==> config.mk <==
export PLATFORM = sky130hd
export DESIGN_NAME = uart_tx_scheduler_flat
export DESIGN_NICKNAME = d
export VERILOG_FILES = /design/src/rtl/uart_pkg.sv /design/src/rtl/uart_tx_scheduler_if.sv /design/src/rtl/uart_bit_timer.sv /design/src/rtl/uart_tx_scheduler.sv /design/src/flat_wrapper.sv
export SDC_FILE = /design/constraint.sdc
export NUM_CORES = 1
export LEC_CHECK = 0
export CAP_MARGIN = 25
export CORE_MARGIN = 4
export CORE_UTILIZATION = 35
export CTS_BUF_LIST = sky130_fd_sc_hd__clkbuf_8
export DETAILED_ROUTE_END_ITERATION = 10
export PLACE_DENSITY = 0.59
export REMOVE_ABC_BUFFERS = 1
export SLEW_MARGIN = 20
export SYNTH_ARGS = -nofsm -noshare
export SYNTH_HDL_FRONTEND = slang
export SYNTH_HIERARCHICAL = 1
export SYNTH_SLANG_ARGS = --single-unit
==> constraint.sdc <==
create_clock -name clk -period 2.9 [get_ports clk]
set_input_delay 0.58 -clock clk [delete_from_list [all_inputs] [get_ports clk]]
set_output_delay 0.58 -clock clk [all_outputs]
set_load 0.02 [all_outputs]
==> src/rtl/uart_pkg.sv <==
// Shared types and constants for the UART transmit scheduler.
// Frame state, bit-period helper and 8N1 framing constants.
package uart_pkg;

  typedef enum logic [2:0] {
    S_IDLE,
    S_START,
    S_DATA,
    S_STOP,
    S_HOLD
  } tx_state_t;

  localparam int UART_DATA_BITS = 8;
  localparam int UART_STOP_BITS = 1;

  function automatic int bit_ticks(
    input int clk_frq,
    input int baud
  );
    return clk_frq / baud;
  endfunction

endpackage

==> src/rtl/uart_tx_scheduler_if.sv <==
// Requester-side byte stream bundle for the UART scheduler.
// One valid/ready/last lane and one byte lane per requester.
interface uart_tx_scheduler_if #(
  parameter int NUM_REQ = 4
);
  import uart_pkg::*;

  logic [NUM_REQ-1:0]                req_valid;
  logic [NUM_REQ*UART_DATA_BITS-1:0] req_data;
  logic [NUM_REQ-1:0]                req_last;
  logic [NUM_REQ-1:0]                req_ready;

  modport master (
    output req_valid,
    output req_data,
    output req_last,
    input  req_ready
  );

  modport slave (
    input  req_valid,
    input  req_data,
    input  req_last,
    output req_ready
  );

endinterface

==> src/rtl/uart_bit_timer.sv <==
// Bit-period timer: counts 0..BIT_TICKS-1 and strobes bit_done
// on the last count; restart forces the count back to zero.
module uart_bit_timer #(
  parameter int BIT_TICKS = 434
) (
  input  logic clk,
  input  logic reset,
  input  logic restart,
  output logic bit_done
);

  localparam int CW = (BIT_TICKS > 1) ? $clog2(BIT_TICKS) : 1;

  logic [CW-1:0] r_cnt;

  assign bit_done = (r_cnt == CW'(BIT_TICKS - 1));

  always_ff @(posedge clk) begin
    if (reset || restart || bit_done) begin
      r_cnt <= '0;
    end else begin
      r_cnt <= r_cnt + 1'b1;
    end
  end

endmodule

==> src/rtl/uart_tx_scheduler.sv <==
// Round-robin, message-locked sharing of one 8N1 UART TX line
// among NUM_REQ byte-stream requesters.
module uart_tx_scheduler
  import uart_pkg::*;
#(
  parameter int CLK_FRQ      = 50_000_000,
  parameter int BAUD_RATE    = 115200,
  parameter int NUM_REQ      = 4,
  parameter int HOLD_TIMEOUT = 16
) (
  input  logic                       clk,
  input  logic                       reset,
  uart_tx_scheduler_if.slave         bus,
  output logic                       tx,
  output logic                       busy,
  output logic [$clog2(NUM_REQ)-1:0] grant_id
);

  localparam int BIT_TICKS = bit_ticks(CLK_FRQ, BAUD_RATE);
  localparam int IDW       = $clog2(NUM_REQ);
  localparam int HW        = $clog2(HOLD_TIMEOUT + 1);

  tx_state_t          r_state;
  logic [IDW-1:0]     r_grant;
  logic [IDW-1:0]     r_rr;
  logic [7:0]         r_shift;
  logic               r_last;
  logic [2:0]         r_idx;
  logic [HW-1:0]      r_hold;

  logic [IDW-1:0]     w_j;
  logic [IDW-1:0]     w_sel;
  logic               w_found;
  logic [IDW-1:0]     w_ridx;
  logic               w_ren;
  logic               w_acc;
  logic               w_done;
  logic [7:0]         w_byte;
  logic [IDW-1:0]     w_nxt;
  logic [NUM_REQ-1:0] w_ready;

  always_comb begin
    w_sel   = '0;
    w_found = 1'b0;
    w_j     = '0;
    for (int k = 0; k < NUM_REQ; k++) begin
      w_j = (int'(r_rr) + k >= NUM_REQ)
          ? IDW'(int'(r_rr) + k - NUM_REQ)
          : IDW'(int'(r_rr) + k);
      if (!w_found && bus.req_valid[w_j]) begin
        w_found = 1'b1;
        w_sel   = w_j;
      end
    end
  end

  // Only IDLE arbitrates; HOLD offers the line to the lock owner alone.
  always_comb begin
    w_ridx = r_grant;
    w_ren  = 1'b0;
    if (r_state == S_IDLE) begin
      w_ridx = w_sel;
      w_ren  = w_found;
    end else if (r_state == S_HOLD) begin
      w_ridx = r_grant;
      w_ren  = 1'b1;
    end
    if (reset) begin
      w_ren = 1'b0;
    end
    w_ready = w_ren ? (NUM_REQ'(1) << w_ridx) : '0;
  end

  assign bus.req_ready = w_ready;
  assign w_acc    = w_ren & bus.req_valid[w_ridx];
  assign w_byte   = bus.req_data[{w_ridx, 3'b000} +: 8];
  assign w_nxt    = (r_grant == IDW'(NUM_REQ - 1))
                  ? '0 : r_grant + 1'b1;
  assign grant_id = r_grant;

  uart_bit_timer #(
    .BIT_TICKS(BIT_TICKS)
  ) u_timer (
    .clk     (clk),
    .reset   (reset),
    .restart (w_acc),
    .bit_done(w_done)
  );

  always_ff @(posedge clk) begin
    if (reset) begin
      r_state <= S_IDLE;
      r_grant <= '0;
      r_rr    <= '0;
      r_shift <= '0;
      r_last  <= 1'b0;
      r_idx   <= '0;
      r_hold  <= '0;
      tx      <= 1'b1;
      busy    <= 1'b0;
    end else begin
      unique case (r_state)
        S_IDLE, S_HOLD: begin
          if (w_acc) begin
            r_shift <= w_byte;
            r_last  <= bus.req_last[w_ridx];
            r_grant <= w_ridx;
            r_hold  <= '0;
            tx      <= 1'b0;
            busy    <= 1'b1;
            r_state <= S_START;
          end else if (r_state == S_HOLD && w_done) begin
            if (r_hold == HW'(HOLD_TIMEOUT - 1)) begin
              r_rr    <= w_nxt;
              busy    <= 1'b0;
              r_state <= S_IDLE;
            end else begin
              r_hold <= r_hold + 1'b1;
            end
          end
        end
        S_START: begin
          if (w_done) begin
            tx      <= r_shift[0];
            r_idx   <= '0;
            r_state <= S_DATA;
          end
        end
        S_DATA: begin
          if (w_done) begin
            if (r_idx == 3'(UART_DATA_BITS - 1)) begin
              tx      <= 1'b1;
              r_state <= S_STOP;
            end else begin
              tx      <= r_shift[1];
              r_shift <= {1'b0, r_shift[7:1]};
              r_idx   <= r_idx + 1'b1;
            end
          end
        end
        S_STOP: begin
          if (w_done) begin
            if (r_last) begin
              r_rr    <= w_nxt;
              busy    <= 1'b0;
              r_state <= S_IDLE;
            end else begin
              r_hold  <= '0;
              r_state <= S_HOLD;
            end
          end
        end
        default: r_state <= S_IDLE;
      endcase
    end
  end

endmodule

==> src/flat_wrapper.sv <==
// flat-port wrapper written by rule: the top's interface ports become plain ports
module uart_tx_scheduler_flat import uart_pkg::*;
#(
  parameter int CLK_FRQ      = 50_000_000,
  parameter int BAUD_RATE    = 115200,
  parameter int NUM_REQ      = 4,
  parameter int HOLD_TIMEOUT = 16
)
  (clk, reset, tx, busy, grant_id, bus_req_valid, bus_req_data, bus_req_last, bus_req_ready);
  uart_tx_scheduler_if #(.NUM_REQ(NUM_REQ)) bus_i ();
  input  logic clk;
  input  logic reset;
  output logic tx;
  output logic busy;
  output logic [$clog2(NUM_REQ)-1:0] grant_id;
  input wire logic [$bits(bus_i.req_valid)-1:0] bus_req_valid;
  input wire logic [$bits(bus_i.req_data)-1:0] bus_req_data;
  input wire logic [$bits(bus_i.req_last)-1:0] bus_req_last;
  output wire logic [$bits(bus_i.req_ready)-1:0] bus_req_ready;
  assign bus_i.req_valid = bus_req_valid;
  assign bus_i.req_data = bus_req_data;
  assign bus_i.req_last = bus_req_last;
  assign bus_req_ready = bus_i.req_ready;
  uart_tx_scheduler #(.CLK_FRQ(CLK_FRQ), .BAUD_RATE(BAUD_RATE), .NUM_REQ(NUM_REQ), .HOLD_TIMEOUT(HOLD_TIMEOUT)) u_core (.clk(clk), .reset(reset), .bus(bus_i), .tx(tx), .busy(busy), .grant_id(grant_id));
endmodule
==> results.json <==
{
  "synth_warnings": 6,
  "globalRouteOverflowTotal": 0,
  "grt_usage": 0.1786,
  "period_minus_slack_ns": 2.774,
  "cts-hold-fix-buffers": 0,
  "fin_crit_sh": 0.9565,
  "layout_common_cells": "clkdlybuf4s50_1 (42), dfxtp_1 (35), buf_4 (28), nor2_1 (24), a21oi_1 (21)",
  "numClockSinks": 35,
  "grt_pass1_wl_um": 11220,
  "finalHoldViolations": 0,
  "postSynthAreaPerCell_sq_um": 8.153,
  "clkSlewWorstSetupHoldPaths_ns": 0.07,
  "drive_gt1_frac": 0.2067,
  "max-cap-violations": 0,
  "synth.area.top_cells": "dfxtp_1 (31%), a21oi_1 (4.8%), mux2_2 (4.4%)",
  "crit_path_end": "u_core/r_rr[0]$_SDFFE_PP0P_",
  "seqCellArea_sq_um": 700.7,
  "yosysTopAreaCell": "dfxtp_1",
  "synth_top_area_frac": 0.3058,
  "critPathBufInv": 4,
  "num_vias": 2414,
  "dp_cells": 426,
  "syn_area_sq_um": 2291,
  "die_area_sq_um": 7904,
  "r2r_setup_slack_ns": 0.42,
  "grt_max_degree": 22,
  "first_global_vias": 2355,
  "worstPathMaxFanout": 8,
  "max_stage_delay_ns": 0.49,
  "max_freq_ghz": 0.3605,
  "worstMarginPinSlew_ns": 0.6051,
  "n_fill_cell": 618,
  "critPathSlowestCell": "or4_1",
  "rows": 29,
  "final.setup.worst_slack_ns": 0.1261,
  "cp-startpoint": "bus_req_valid[3]",
  "ys_ff_latch": 35,
  "synthArstFlopShare": 0,
  "crit_family": "simple AND/OR/NAND/NOR gates",
  "worst_hold_path_type": "flip-flop to flip-flop",
  "status": "finished, final reports clean",
  "firstDrtPassIters": 4,
  "drtIter0Drc": 97,
  "crit_chain": "clkdlybuf4s50_1 -> buf_4 -> o221ai_1 -> a221o_2 -> buf_6 -> or3b_4 -> o221ai_4 -> inv_4 -> or4_1 -> a21oi_2",
  "powerDensity_nw_per_um2": 410.7,
  "place_ws_ns": -0.4639,
  "arrival_ns": 3.00,
  "final_common_cell": "clkdlybuf4s50_1",
  "wl_um": 6705,
  "initial_core_util": 0.3608,
  "ys_seq_area_frac": 0.3058,
  "hold_slack_ns": 0.4566,
  "via_per_inst": 5.549,
  "slew_headroom": 0.5933,
  "antenna_cells": 0,
  "r2r_start": "u_core/r_state[1]$_SDFFE_PP0P_",
  "die_w_um": 88.91,
  "p_leak_nw": 1.259,
  "ys.flop_type": "dfxtp_1",
  "io_buffers": 49,
  "critPathKind": "primary input to flip-flop",
  "multi_input_comb_area_sq_um": 1543,
  "r2r-end": "u_core/r_rr[0]$_SDFFE_PP0P_",
  "rr_worst_depth": 10,
  "clk_latency_ns": 0.29,
  "start_kind": "primary input",
  "min-delay-start": "u_core/busy$_SDFFE_PP0P_",
  "drc": 0,
  "ant_nets": 0,
  "cts_buffer_depth": 2,
  "cts_buffers": 5,
  "rsz0062_at_grt": "false",
  "ios": 50,
  "synthCells": 281,
  "syn_to_final_growth_pct": 41.62,
  "fin_cells": 435,
  "dp_hpwl_um": 5003,
  "wl_per_cell_um": 15.41,
  "ys_types": 56,
  "worstSetupPathDepth": 10,
  "core-area_sq_um": 6350,
  "cts_tree": "built",
  "place_congestion": 0.8531,
  "synth_enable_flop_cells": 0,
  "setup_violations": 0,
  "antenna_found_initial": 0,
  "clock_tree.root_cell": "clkbuf_8",
  "skew_ns": 0.007115,
  "p_total_w": 0.001332,
  "required_ns": 3.13,
  "htreeDepth": 2,
  "ir_drop_v": 0.0002669,
  "final_max_slew_viol_count": 0,
  "nNetsFinal": 406,
  "die_y_um": 88.91,
  "end_kind": "flip-flop"
}
## flip-flops by register name, summed over array words and instances, names as in the netlist
register	flops
u_core/r_last	1
u_core/busy	1
u_core/r_state	3
u_core/r_rr	2
u_core/r_hold	5
u_core/grant_id	2
u_core/tx	1
u_core/u_timer/r_cnt	9
u_core/r_idx	3
u_core/r_shift	8
## Yosys cell counts (2+ instances only)
library cell and number:
and3_1 8, a211o_1 7, mux2_2 9, dfxtp_1 35, a311oi_1 4, nand2_1 16, nand3_1 14, nor2_1 26
o211ai_1 8, nor3_1 9, o21ai_0 18, ha_1 7, nor3b_1 2, xor2_1 2, a22oi_1 11, nor2b_1 3
a31oi_1 4, o221ai_1 2, o21a_1 2, o31ai_1 7, a21oi_1 22, clkbuf_1 8, buf_2 2, nand4_1 3
nor4_1 4, nand3b_1 2, xnor2_1 2, or3_1 7, inv_1 9, mux2i_1 2
## layer usage
layer | global-route usage | wire, um | vias to the layer above
met5 | 0 | 0 | -
met4 | 0.06731 | 160 | 0
met3 | 0.03134 | 222 | 17
met2 | 0.2955 | 3273 | 51
met1 | 0.2319 | 3049 | 1120
li1 | - | - | 1226
## how the worst min path moves through the flow
| stage | end | slack (ns) | depth (start not counted) |
|---|---|---|---|
| after CTS | u_core/busy$_SDFFE_PP0P_ | 0.46 | 2 |
| after floorplan | u_core/u_timer/r_cnt[0]$_SDFF_PP0_ | 0.43 | 1 |
| after global routing | u_core/busy$_SDFFE_PP0P_ | 0.48 | 2 |
| after global placement | u_core/busy$_SDFFE_PP0P_ | 0.45 | 2 |
| after detailed placement | u_core/busy$_SDFFE_PP0P_ | 0.45 | 2 |
| final | u_core/busy$_SDFFE_PP0P_ | 0.46 | 2 |
## timing repair
| action | CTS | global route |
|---|---|---|
| pin swaps | 0 | 4 |
| cloned | 0 | 0 |
| endpoints found under the setup margin | 4 | 16 |
| setup buffers | 0 | 1 |
| resized for setup | 18 | 24 |
## final cells by class
class                      count  area share
sequential                    35      0.2160
multi-input combinational    222      0.4755
clock buffer                   7     0.02970
timing repair buffer          81      0.2322
tap                           77     0.02970
clock inverter                 1    0.002314
inverter                      12     0.01465
## logic make-up after synthesis
logic type      count (synthesis)  synth area share
xor+xnor                        4           0.01529
fa+ha+maj                       7           0.03823
buf+inv                        24           0.04478
simple gates                  104            0.2403
flops                          35            0.3058
compound gates                 95            0.2927
mux                            12           0.06281
## worst min-delay path: stages, from the launching register on
cell	delay (ns)
dfxtp_1	0.31
nand2_1	0.05
a21oi_1	0.05
## where the power goes
part,switching [W],leakage [nW],internal (W)
clock network,0.000180,0.0505,0.000216
logic,0.000190,0.923,0.000210
registers,0.0000245,0.285,0.000512
## stage by stage
step                      TNS (ns)  instance area [sq um]    util
final                            0                   3244  0.5109
after global routing             0                   3244  0.5109
after CTS                        0                   3149  0.4960
after detailed placement    -6.916                   3068  0.4832
after global placement      -6.897                   3068  0.4832
after floorplan            -0.3627                   2236       -
Note: power is estimated with default switching activity, not from simulation.
